$ cat config.mk
export PLATFORM = sky130hd
export DESIGN_NAME = mem_port_arbiter_flat
export DESIGN_NICKNAME = d
export VERILOG_FILES = /design/src/rtl/mem_port_arbiter_if.sv /design/src/rtl/mem_port_arbiter.sv /design/src/flat_wrapper.sv
export SDC_FILE = /design/constraint.sdc
export NUM_CORES = 1
export LEC_CHECK = 0
export ABC_AREA = 1
export CAP_MARGIN = 10
export CORE_AREA = 2 2 196 198
export CTS_BUF_LIST = sky130_fd_sc_hd__clkbuf_4 sky130_fd_sc_hd__clkbuf_8
export DETAILED_ROUTE_END_ITERATION = 8
export DIE_AREA = 0 0 198 200
export PLACE_DENSITY = 0.53
export SETUP_SLACK_MARGIN = 0.02
export SYNTH_ARGS = -nofsm -noshare
export SYNTH_HDL_FRONTEND = slang
export SYNTH_SLANG_ARGS = --single-unit
export TNS_END_PERCENT = 100
$ cat constraint.sdc
create_clock -name clk -period 3.7 [get_ports clk]
set_input_delay 0.74 -clock clk [delete_from_list [all_inputs] [get_ports clk]]
set_output_delay 0.74 -clock clk [all_outputs]
set_load 0.005 [all_outputs]
$ cat src/rtl/mem_port_arbiter_if.sv
// mem_port_arbiter_if: pipeline and external-memory signals of the shared memory port
interface mem_port_arbiter_if;
  logic        if_req;
  logic [63:0] if_addr;
  logic [31:0] if_inst;
  logic        if_valid;
  logic        dm_req;
  logic        dm_we;
  logic [63:0] dm_addr;
  logic [63:0] dm_wdata;
  logic [7:0]  dm_wstrb;
  logic [63:0] dm_rdata;
  logic        dm_valid;
  logic        mem_req;
  logic        mem_we;
  logic [63:0] mem_addr;
  logic [63:0] mem_wdata;
  logic [7:0]  mem_wstrb;
  logic        mem_ack;
  logic [63:0] mem_rdata;
  logic        waiting;
  logic        timeout_err;
  modport master (
    output if_req, if_addr, dm_req, dm_we, dm_addr, dm_wdata, dm_wstrb, mem_ack, mem_rdata,
    input  if_inst, if_valid, dm_rdata, dm_valid, mem_req, mem_we, mem_addr, mem_wdata,
           mem_wstrb, waiting, timeout_err
  );
  modport slave (
    input  if_req, if_addr, dm_req, dm_we, dm_addr, dm_wdata, dm_wstrb, mem_ack, mem_rdata,
    output if_inst, if_valid, dm_rdata, dm_valid, mem_req, mem_we, mem_addr, mem_wdata,
           mem_wstrb, waiting, timeout_err
  );
endinterface

$ cat src/rtl/mem_port_arbiter.sv
// mem_port_arbiter: shares one memory port between fetch and data access, freezing the pipeline meanwhile
module mem_port_arbiter #(
  parameter int          TIMEOUT  = 255,
  parameter logic [31:0] NOP_INST = 32'h0000_0013
) (
  input logic clk,
  input logic rst,
  mem_port_arbiter_if.slave bus
);
  typedef enum logic [1:0] {IDLE, DATA, FETCH, RELEASE} state_t;
  localparam int CW = $clog2(TIMEOUT + 1);
  state_t        state;
  logic          if_pend;
  logic          dm_pend;
  logic [CW-1:0] cnt;
  logic          busy;
  logic          ack;
  logic          expire;
  logic          done;
  // A transaction ends on an ack or when the watchdog gives up on its TIMEOUT-th cycle
  always_comb begin
    busy   = state == DATA || state == FETCH;
    ack    = busy && bus.mem_ack;
    expire = busy && !bus.mem_ack && cnt == CW'(TIMEOUT - 1);
    done   = ack || expire;
  end
  // Memory port is steered straight from the state so an async reset drops mem_req at once
  always_comb begin
    bus.mem_req   = busy;
    bus.mem_we    = state == DATA && bus.dm_we;
    bus.mem_addr  = state == DATA ? bus.dm_addr : bus.if_addr;
    bus.mem_wdata = bus.dm_wdata;
    bus.mem_wstrb = (state == DATA && bus.dm_we) ? bus.dm_wstrb : '0;
    bus.waiting   = (state == IDLE && (bus.if_req || bus.dm_req)) || busy;
  end
  // Sequencer: data access first, then fetch, then a single release cycle
  always_ff @(posedge clk or posedge rst) begin
    if (rst) begin
      state           <= IDLE;
      if_pend         <= 1'b0;
      dm_pend         <= 1'b0;
      cnt             <= '0;
      bus.if_inst     <= NOP_INST;
      bus.dm_rdata    <= '0;
      bus.if_valid    <= 1'b0;
      bus.dm_valid    <= 1'b0;
      bus.timeout_err <= 1'b0;
    end else begin
      bus.if_valid <= 1'b0;
      bus.dm_valid <= 1'b0;
      cnt          <= (busy && !done) ? cnt + CW'(1) : '0;
      if (expire) bus.timeout_err <= 1'b1;
      case (state)
        IDLE: if (bus.if_req || bus.dm_req) begin
          if_pend <= bus.if_req;
          dm_pend <= bus.dm_req;
          state   <= bus.dm_req ? DATA : FETCH;
        end
        DATA: if (done) begin
          if (!bus.dm_we) bus.dm_rdata <= ack ? bus.mem_rdata : '0;
          bus.dm_valid <= !if_pend;
          state        <= if_pend ? FETCH : RELEASE;
        end
        FETCH: if (done) begin
          bus.if_inst  <= ack ? bus.mem_rdata[31:0] : NOP_INST;
          bus.if_valid <= 1'b1;
          bus.dm_valid <= dm_pend;
          state        <= RELEASE;
        end
        default: state <= IDLE;
      endcase
    end
  end
endmodule

$ cat src/flat_wrapper.sv
// flat-port wrapper written by rule: the top's interface ports become plain ports
module mem_port_arbiter_flat 
#(
  parameter int          TIMEOUT  = 255,
  parameter logic [31:0] NOP_INST = 32'h0000_0013
)
  (clk, rst, bus_if_req, bus_if_addr, bus_dm_req, bus_dm_we, bus_dm_addr, bus_dm_wdata, bus_dm_wstrb, bus_mem_ack, bus_mem_rdata, bus_if_inst, bus_if_valid, bus_dm_rdata, bus_dm_valid, bus_mem_req, bus_mem_we, bus_mem_addr, bus_mem_wdata, bus_mem_wstrb, bus_waiting, bus_timeout_err);
  mem_port_arbiter_if bus_i ();
  input logic clk;
  input logic rst;
  input wire logic [$bits(bus_i.if_req)-1:0] bus_if_req;
  input wire logic [$bits(bus_i.if_addr)-1:0] bus_if_addr;
  input wire logic [$bits(bus_i.dm_req)-1:0] bus_dm_req;
  input wire logic [$bits(bus_i.dm_we)-1:0] bus_dm_we;
  input wire logic [$bits(bus_i.dm_addr)-1:0] bus_dm_addr;
  input wire logic [$bits(bus_i.dm_wdata)-1:0] bus_dm_wdata;
  input wire logic [$bits(bus_i.dm_wstrb)-1:0] bus_dm_wstrb;
  input wire logic [$bits(bus_i.mem_ack)-1:0] bus_mem_ack;
  input wire logic [$bits(bus_i.mem_rdata)-1:0] bus_mem_rdata;
  output wire logic [$bits(bus_i.if_inst)-1:0] bus_if_inst;
  output wire logic [$bits(bus_i.if_valid)-1:0] bus_if_valid;
  output wire logic [$bits(bus_i.dm_rdata)-1:0] bus_dm_rdata;
  output wire logic [$bits(bus_i.dm_valid)-1:0] bus_dm_valid;
  output wire logic [$bits(bus_i.mem_req)-1:0] bus_mem_req;
  output wire logic [$bits(bus_i.mem_we)-1:0] bus_mem_we;
  output wire logic [$bits(bus_i.mem_addr)-1:0] bus_mem_addr;
  output wire logic [$bits(bus_i.mem_wdata)-1:0] bus_mem_wdata;
  output wire logic [$bits(bus_i.mem_wstrb)-1:0] bus_mem_wstrb;
  output wire logic [$bits(bus_i.waiting)-1:0] bus_waiting;
  output wire logic [$bits(bus_i.timeout_err)-1:0] bus_timeout_err;
  assign bus_i.if_req = bus_if_req;
  assign bus_i.if_addr = bus_if_addr;
  assign bus_i.dm_req = bus_dm_req;
  assign bus_i.dm_we = bus_dm_we;
  assign bus_i.dm_addr = bus_dm_addr;
  assign bus_i.dm_wdata = bus_dm_wdata;
  assign bus_i.dm_wstrb = bus_dm_wstrb;
  assign bus_i.mem_ack = bus_mem_ack;
  assign bus_i.mem_rdata = bus_mem_rdata;
  assign bus_if_inst = bus_i.if_inst;
  assign bus_if_valid = bus_i.if_valid;
  assign bus_dm_rdata = bus_i.dm_rdata;
  assign bus_dm_valid = bus_i.dm_valid;
  assign bus_mem_req = bus_i.mem_req;
  assign bus_mem_we = bus_i.mem_we;
  assign bus_mem_addr = bus_i.mem_addr;
  assign bus_mem_wdata = bus_i.mem_wdata;
  assign bus_mem_wstrb = bus_i.mem_wstrb;
  assign bus_waiting = bus_i.waiting;
  assign bus_timeout_err = bus_i.timeout_err;
  mem_port_arbiter #(.TIMEOUT(TIMEOUT), .NOP_INST(NOP_INST)) u_core (.clk(clk), .rst(rst), .bus(bus_i));
endmodule
==> impl_metrics.json <==
{
  "timing.final.hold_violations": 0,
  "ys_seq_area_share_pct": 45.1,
  "endpoint_kind": "primary output",
  "instances_no_fill": 1589,
  "rrSetupSlack_ns": 1.17,
  "grt_max_degree": 80,
  "drc": 0,
  "vias": 5949,
  "regArea_sq_um": 2780,
  "synth_top_area_share_pct": 43.8,
  "m1WireLength_microns": 10100,
  "final_core_util_pct": 27.3,
  "wl_met3_microns": 2570,
  "drv_cap": 0,
  "period_needed_ns": 3.43,
  "cts-root-buf": "clkbuf_8",
  "insertion_delay_ns": 0.40,
  "vdd_drop_max_mv": 0.243,
  "r2r-start": "u_core.state[1]",
  "crit_type": "register to primary output",
  "wl_met2_microns": 13800,
  "die-height_microns": 200,
  "synthCells": 774,
  "hold_path_startpoint": "u_core.bus.if_inst[4]",
  "rows": 71,
  "avgRoutedWirePerCell_microns": 17.0,
  "htree_levels": 3,
  "cts_setup_buffers": 0,
  "required_ns": 2.96,
  "p_total_mw": 6.09,
  "grt_pass1_vias": 5845,
  "path_clk_slew_ns": 0.12,
  "hold_class": "register to register",
  "io_pins": 508,
  "crit_fanout": 65,
  "grt-ovfl-total": 0,
  "synth_seq_cells": 111,
  "yosys.area.top_type": "dfrtp_1",
  "grt_pass1_wl_microns": 38000,
  "multiInputGateArea_sq_um": 2550,
  "drive_gt1_share_pct": 13.3,
  "synthesis.nets": 1050,
  "hold_end": "u_core.bus.if_inst[4]",
  "finalMaxSlewViolations": 0,
  "top_layer": "met5",
  "whs_ns": 0.481,
  "fillers": 4070,
  "core_sq_um": 37400,
  "hold_buffers": 0,
  "setup_tns_ns": 0,
  "first_pass_iters": 4,
  "p_leak_nw": 4.44,
  "hold_depth": 2,
  "path_cells": "inv_1, ha_2, buf_4, nand2_1, nor2_1, clkdlybuf4s50_1",
  "cp.arrival_ns": 2.69,
  "cts_made_buffers": 9,
  "place_hpwl_microns": 22100,
  "synth_edf_count": 0,
  "mostFrequentLayoutCell": "clkdlybuf4s50_1",
  "die-area_sq_um": 39600,
  "ant_nets": 0,
  "worstSetupStartpointType": "register",
  "grt_use_total_pct": 13.1,
  "routed_wl_microns": 27000,
  "setup_viol": 0,
  "ys_warn_count": 0,
  "period_share_pct": 92.6,
  "synthTopCellsByArea": "dfrtp_1 (44%), nand2_1 (21%), o21ai_2 (8.9%), buf_4 (7.8%), nand2_2 (4.2%)",
  "worst_slew_pin_slew_ns": 0.768,
  "cts_buffer_depth": 2,
  "syn_area_sq_um": 6170,
  "drtIter0Drc": 219,
  "cts.sinks": 111,
  "place_congestion": 0.868,
  "slowest_stage": "clkdlybuf4s50_1",
  "avgViaCountPerCell": 3.74,
  "avgSynthCellArea_sq_um": 7.97,
  "die_w_microns": 198,
  "synth_cell_types": 23,
  "nets": 1349,
  "layout_common_cells": "clkdlybuf4s50_1 (379), nand2_1 (347), dfrtp_1 (108), o21ai_2 (63), nand2_2 (40)",
  "cts_tree": "done",
  "max_freq_ghz": 0.292,
  "rsz0062_at_grt": "no",
  "initial_core_util_pct": 16.5,
  "status": "complete, no violations",
  "post-place-cells": 1573,
  "n_antenna_cell": 0,
  "syn_to_final_growth_pct": 65.6,
  "io_buffer_count": 379,
  "ctsResizeCount": 0,
  "ys_async_sr_fraction_pct": 100,
  "rr_endpoint": "u_core.bus.dm_rdata[2]",
  "synth_ff_type": "dfrtp_1",
  "p_per_area_nw_per_um2": 596,
  "antenna_found_initial": 2,
  "max-slew-margin-rel_pct": 48.8,
  "slowest_delay_ns": 0.52,
  "worstRegToRegCells": 8,
  "skew_ns": 0.0221
}
critical path, delay by kind of cell, from the launching register on:
| kind | cells | cell delay [ns] |
|---|---|---|
| buf+inv | 3 | 1.12 |
| simple gates | 2 | 0.54 |
| flops | 1 | 0.43 |
| fa+ha+maj | 1 | 0.19 |
synthesized netlist by cell type, types with 2 or more instances:
master    number
a21oi_1        4
buf_1          5
buf_2          6
buf_4         64
buf_6         14
clkbuf_1      15
dfrtp_1      108
dfstp_2        3
ha_1           6
inv_1         28
nand2_1      347
nand2_2       41
nand3_1        7
nor2_1        20
nor3_1         3
o21ai_0       30
o21ai_1        4
o21ai_2       63
or2_2          2
per-layer routing:
| metal | vias up | GRT usage [%] |
|---|---|---|
| met5 | - | 0 |
| met4 | 2 | 3.84 |
| met3 | 25 | 5.06 |
| li1 | 2921 | - |
| met1 | 2717 | 14.2 |
| met2 | 284 | 23.6 |
report_power, final:
part / total (mW) / internal [mW] / switching [mW]
clock network: 0.787 / 0.335 / 0.451
logic: 3.45 / 1.77 / 1.68
registers: 1.86 / 1.62 / 0.240
total: 6.09 / 3.72 / 2.37
cell type report:
class | count | share of cell area, %
Multi-Input combinational cell | 530 | 25.0
Inverter | 29 | 1.09
Clock buffer | 11 | 1.36
Clock inverter | 5 | 0.625
Timing Repair Buffer | 392 | 38.5
Sequential cell | 111 | 27.2
Tap cell | 511 | 6.26
state kept, by name, summed over array words and instances (netlist names):
register,cells
u_core.bus.timeout_err,1
u_core.bus.if_inst,32
u_core.cnt,8
u_core.bus.if_valid,1
u_core.bus.dm_valid,1
u_core.state,2
u_core.bus.dm_rdata,64
u_core.if_pend,1
u_core.dm_pend,1
cells by family (layout without fill, tap and decap cells):
| family | Yosys count | count (layout) | share of synthesized area [%] |
|---|---|---|---|
| buffers and inverters | 133 | 437 | 13.8 |
| DFF | 111 | 111 | 45.1 |
| and+or+nand+nor | 422 | 422 | 27.7 |
| adders and majority gates | 6 | 6 | 1.22 |
| AOI/OAI and AO/OA | 101 | 101 | 12.0 |
| xor gates and xnor gates | 1 | 1 | 0.142 |
through the flow:
step	instance area, sq um	setup WS [ns]
CTS	10200	0.204
detailed placement	10000	0.700
global placement	10000	0.737
finish	10200	0.272
floorplan	6170	0.0343
global route	10200	0.0327
worst max path at each step:
stage                    startpoint  slack [ns]                     end
floorplan                       rst        0.03  u_core.bus.dm_rdata[0]
detailed placement  u_core.state[1]        0.70        bus_mem_wstrb[3]
global route        u_core.state[1]        0.03        bus_mem_wstrb[3]
finish              u_core.state[1]        0.27        bus_mem_wstrb[3]
global placement    u_core.state[1]        0.74        bus_mem_wstrb[3]
CTS                 u_core.state[1]        0.20        bus_mem_wstrb[3]
No activity file was read; power rests on OpenSTA's default activity.
==> RTL edit: new RTL, same settings <==
Make the reset (`rst`) synchronous in one clocked block. Comments in the files are not updated.
--- a/src/rtl/mem_port_arbiter.sv
+++ b/src/rtl/mem_port_arbiter.sv
@@ -34,7 +34,7 @@
     bus.waiting   = (state == IDLE && (bus.if_req || bus.dm_req)) || busy;
   end
   // Sequencer: data access first, then fetch, then a single release cycle
-  always_ff @(posedge clk or posedge rst) begin
+  always_ff @(posedge clk) begin
     if (rst) begin
       state           <= IDLE;
       if_pend         <= 1'b0;
Check against the original RTL: differs if rst is asserted again (counterexample within 4 cycles, from zero or initial values and one cycle with rst high); with rst held inactive, the same outputs for 4 cycles.
==> RTL edit against the original RTL <==
Power down 34%; final cell count up 1.3%; area after synthesis shrank 9.7%; clock power fell by 9.9%; largest power group unchanged; synthesized cell count up 4.0%; via count rose by 1.5%; sequential cell count did not move; design area down 7.1%; non-clock buffer count is 5 lower; clock skew fell by 0.0027 ns; setup slack better by 0.023 ns; die area unchanged; wire length rose by 8.1%; sequential share of layout area is 3.8 points lower.
==> RTL edit: results (changes against the original RTL) <==
| Metric | Value |
|---|---|
| CTS max path bufs | `2 (unchanged)` |
| Vias in the first global route | `5796 (-0.84%)` |
| Hold/Removal Path Class | `flop to flop` |
| CP max stage cell | `buf_4` |
| CTS Root Cell | `clkbuf_8` |
| Post-CTS Setup Bufs | `0 (unchanged)` |
| CTS resizes | `0 (unchanged)` |
| RePlAce Congestion | `0.7552 (-13%)` |
| Worst-path fanout max | `65 (unchanged)` |
| Num CTS Buffers | `9 (unchanged)` |
| Port bufs | `379 (unchanged)` |
| Yosys warns | `0 (unchanged)` |
| Area share of the largest cell type after synthesis | `39.87% (-3.9 points)` |
| Antenna violation net count after detailed routing | `0 (unchanged)` |
| Fraction of registers with async set/reset | `0% (-100 points)` |
| Global Route Usage Sum | `14.05% (+0.96 points)` |
| Largest net degree at the start of global routing | `67 (-16%)` |
| H-Tree Depth | `3 (unchanged)` |
| Layout cells sized above 1 | `4.550% (-8.7 points)` |
| Crit path DAT | `2.66 ns (-0.03 ns)` |
| HPWL after detailed placement | `23.87 mm (+7.9%)` |
| Register-to-register setup slack | `1.06 ns (-0.11 ns)` |
| Routed WL per cell | `18.10 um (+6.7%)` |
| Top cells by count, synth | `378 x nand2_1, 111 x dfxtp_1, 82 x a21oi_1` |
| Maximum VDD drop | `0.2442 mV (+0.64%)` |
| Drt first pass iters | `4 (unchanged)` |
| Clk slew on worst S/H paths | `0.12 ns (about the same)` |
| Initial DRC Count | `227 (+3.7%)` |
| Global-route wire length before repair | `39.56 mm (+4.2%)` |
| DR vias | `6037 (+1.5%)` |
| Synth top area cells | `dfxtp_1 40%, nand2_1 25%, buf_4 8.6%, a21oi_1 7.4%, nand3_1 3.2%` |
| Clock skew | `0.01935 ns (-0.002748 ns)` |
| Antenna Cells | `0 (unchanged)` |
| Status | `completed` |
| Leakage | `3.539 nW (-20%)` |
| Worst hold margin | `0.4578 ns (-0.02306 ns)` |
| Sequential share of the synthesized area | `39.87% (-5.2 points)` |
| Skew-Pair Late Insertion Delay | `0.40 ns (about the same)` |
| Antenna violations before repair | `4 (+2)` |
| Distinct cells, synth | `24 (+4.3%)` |
| Worst slew pin tran | `0.9303 ns (+0.1619 ns)` |
| Final #Nets | `1370 (+1.6%)` |
| Slowest stage delay, CP | `0.51 ns` |
| Biggest regs | `u_core.bus.dm_rdata x64, u_core.bus.if_inst x32, u_core.cnt x8` |
| Syn Nets | `1081 (+3.0%)` |
[RTL edit: cell types whose count changed in the layout (fill, tap and decap cells not counted), sizes merged, moves of 5 or more]
cell   before  now
a21oi       4   98
dfrtp     108    0
dfxtp       0  111
inv        31   25
nand2     388  383
nand3       7   36
nor2       21   27
o21ai      97    1
[RTL edit: final cells by class]
type / instances / area, sq um
clock buffers: 9 / 123.9
repair buffers: 387 / 3886
clock inverters: 7 / 53.80
fillers: 4154 / 27910
multi-input cells: 562 / 2479
inverters: 23 / 86.33
well taps: 511 / 639.4
flip-flops and latches: 111 / 2222
[RTL edit: critical path, delay by kind of cell, from the launching register on]
| family | cells | cell delay (ns) |
|---|---|---|
| adder cells (fa/ha/maj) | 1 | 0.21 |
| AND/OR/NAND/NOR | 2 | 0.55 |
| flip-flops | 1 | 0.42 |
| buffers and inverters | 2 | 1.02 |
[RTL edit: routing by layer]
layer	global-route usage, %	share of wire (%)
met5	0	0.14
met4	3.397	1.5
met3	4.973	8.3
met2	27.41	54
met1	14.18	36
[RTL edit: cells by family (layout without fill, tap and decap cells)]
logic type                 count (synthesis)  after routing  share of synthesized area [%]
buffers and inverters                    132            426                          15.69
adders and majority gates                  6              6                          1.347
DFF                                      111            111                          39.87
and+or+nand+nor                          448            448                          31.77
xor gates and xnor gates                   6              6                         0.9430
AOI/OAI and AO/OA                        102            102                          10.37
[RTL edit: per-stage QoR]
step	area [sq um]	util [%]	power [mW]	instances	setup slack (ns)
after floorplan	5573	-	2.176	805	1.568
after global placement	9313	24.90	3.425	1594	0.6856
after detailed placement	9313	24.90	3.437	1594	0.6381
after CTS	9490	25.38	4.178	1610	0.2318
after global routing	9490	25.38	4.314	1610	0.1730
final	9490	25.38	4.048	1610	0.2957
[RTL edit: final timing paths]
check / end / start / depth (start not counted)
worst max-delay path: bus_mem_addr[30] / u_core.state[0] / 5
worst min-delay path: u_core.bus.timeout_err / u_core.bus.timeout_err / 2
worst max register to register: u_core.bus.dm_rdata[48] / u_core.state[1] / 8
worst min register to register: u_core.bus.timeout_err / u_core.bus.timeout_err / 2
[RTL edit: report_power, final]
group | internal, mW | switching [mW] | total [mW]
sequential | 1.27 | 0.0467 | 1.32
combinational | 0.953 | 1.07 | 2.02
clock | 0.253 | 0.456 | 0.709
total | 2.48 | 1.57 | 4.05
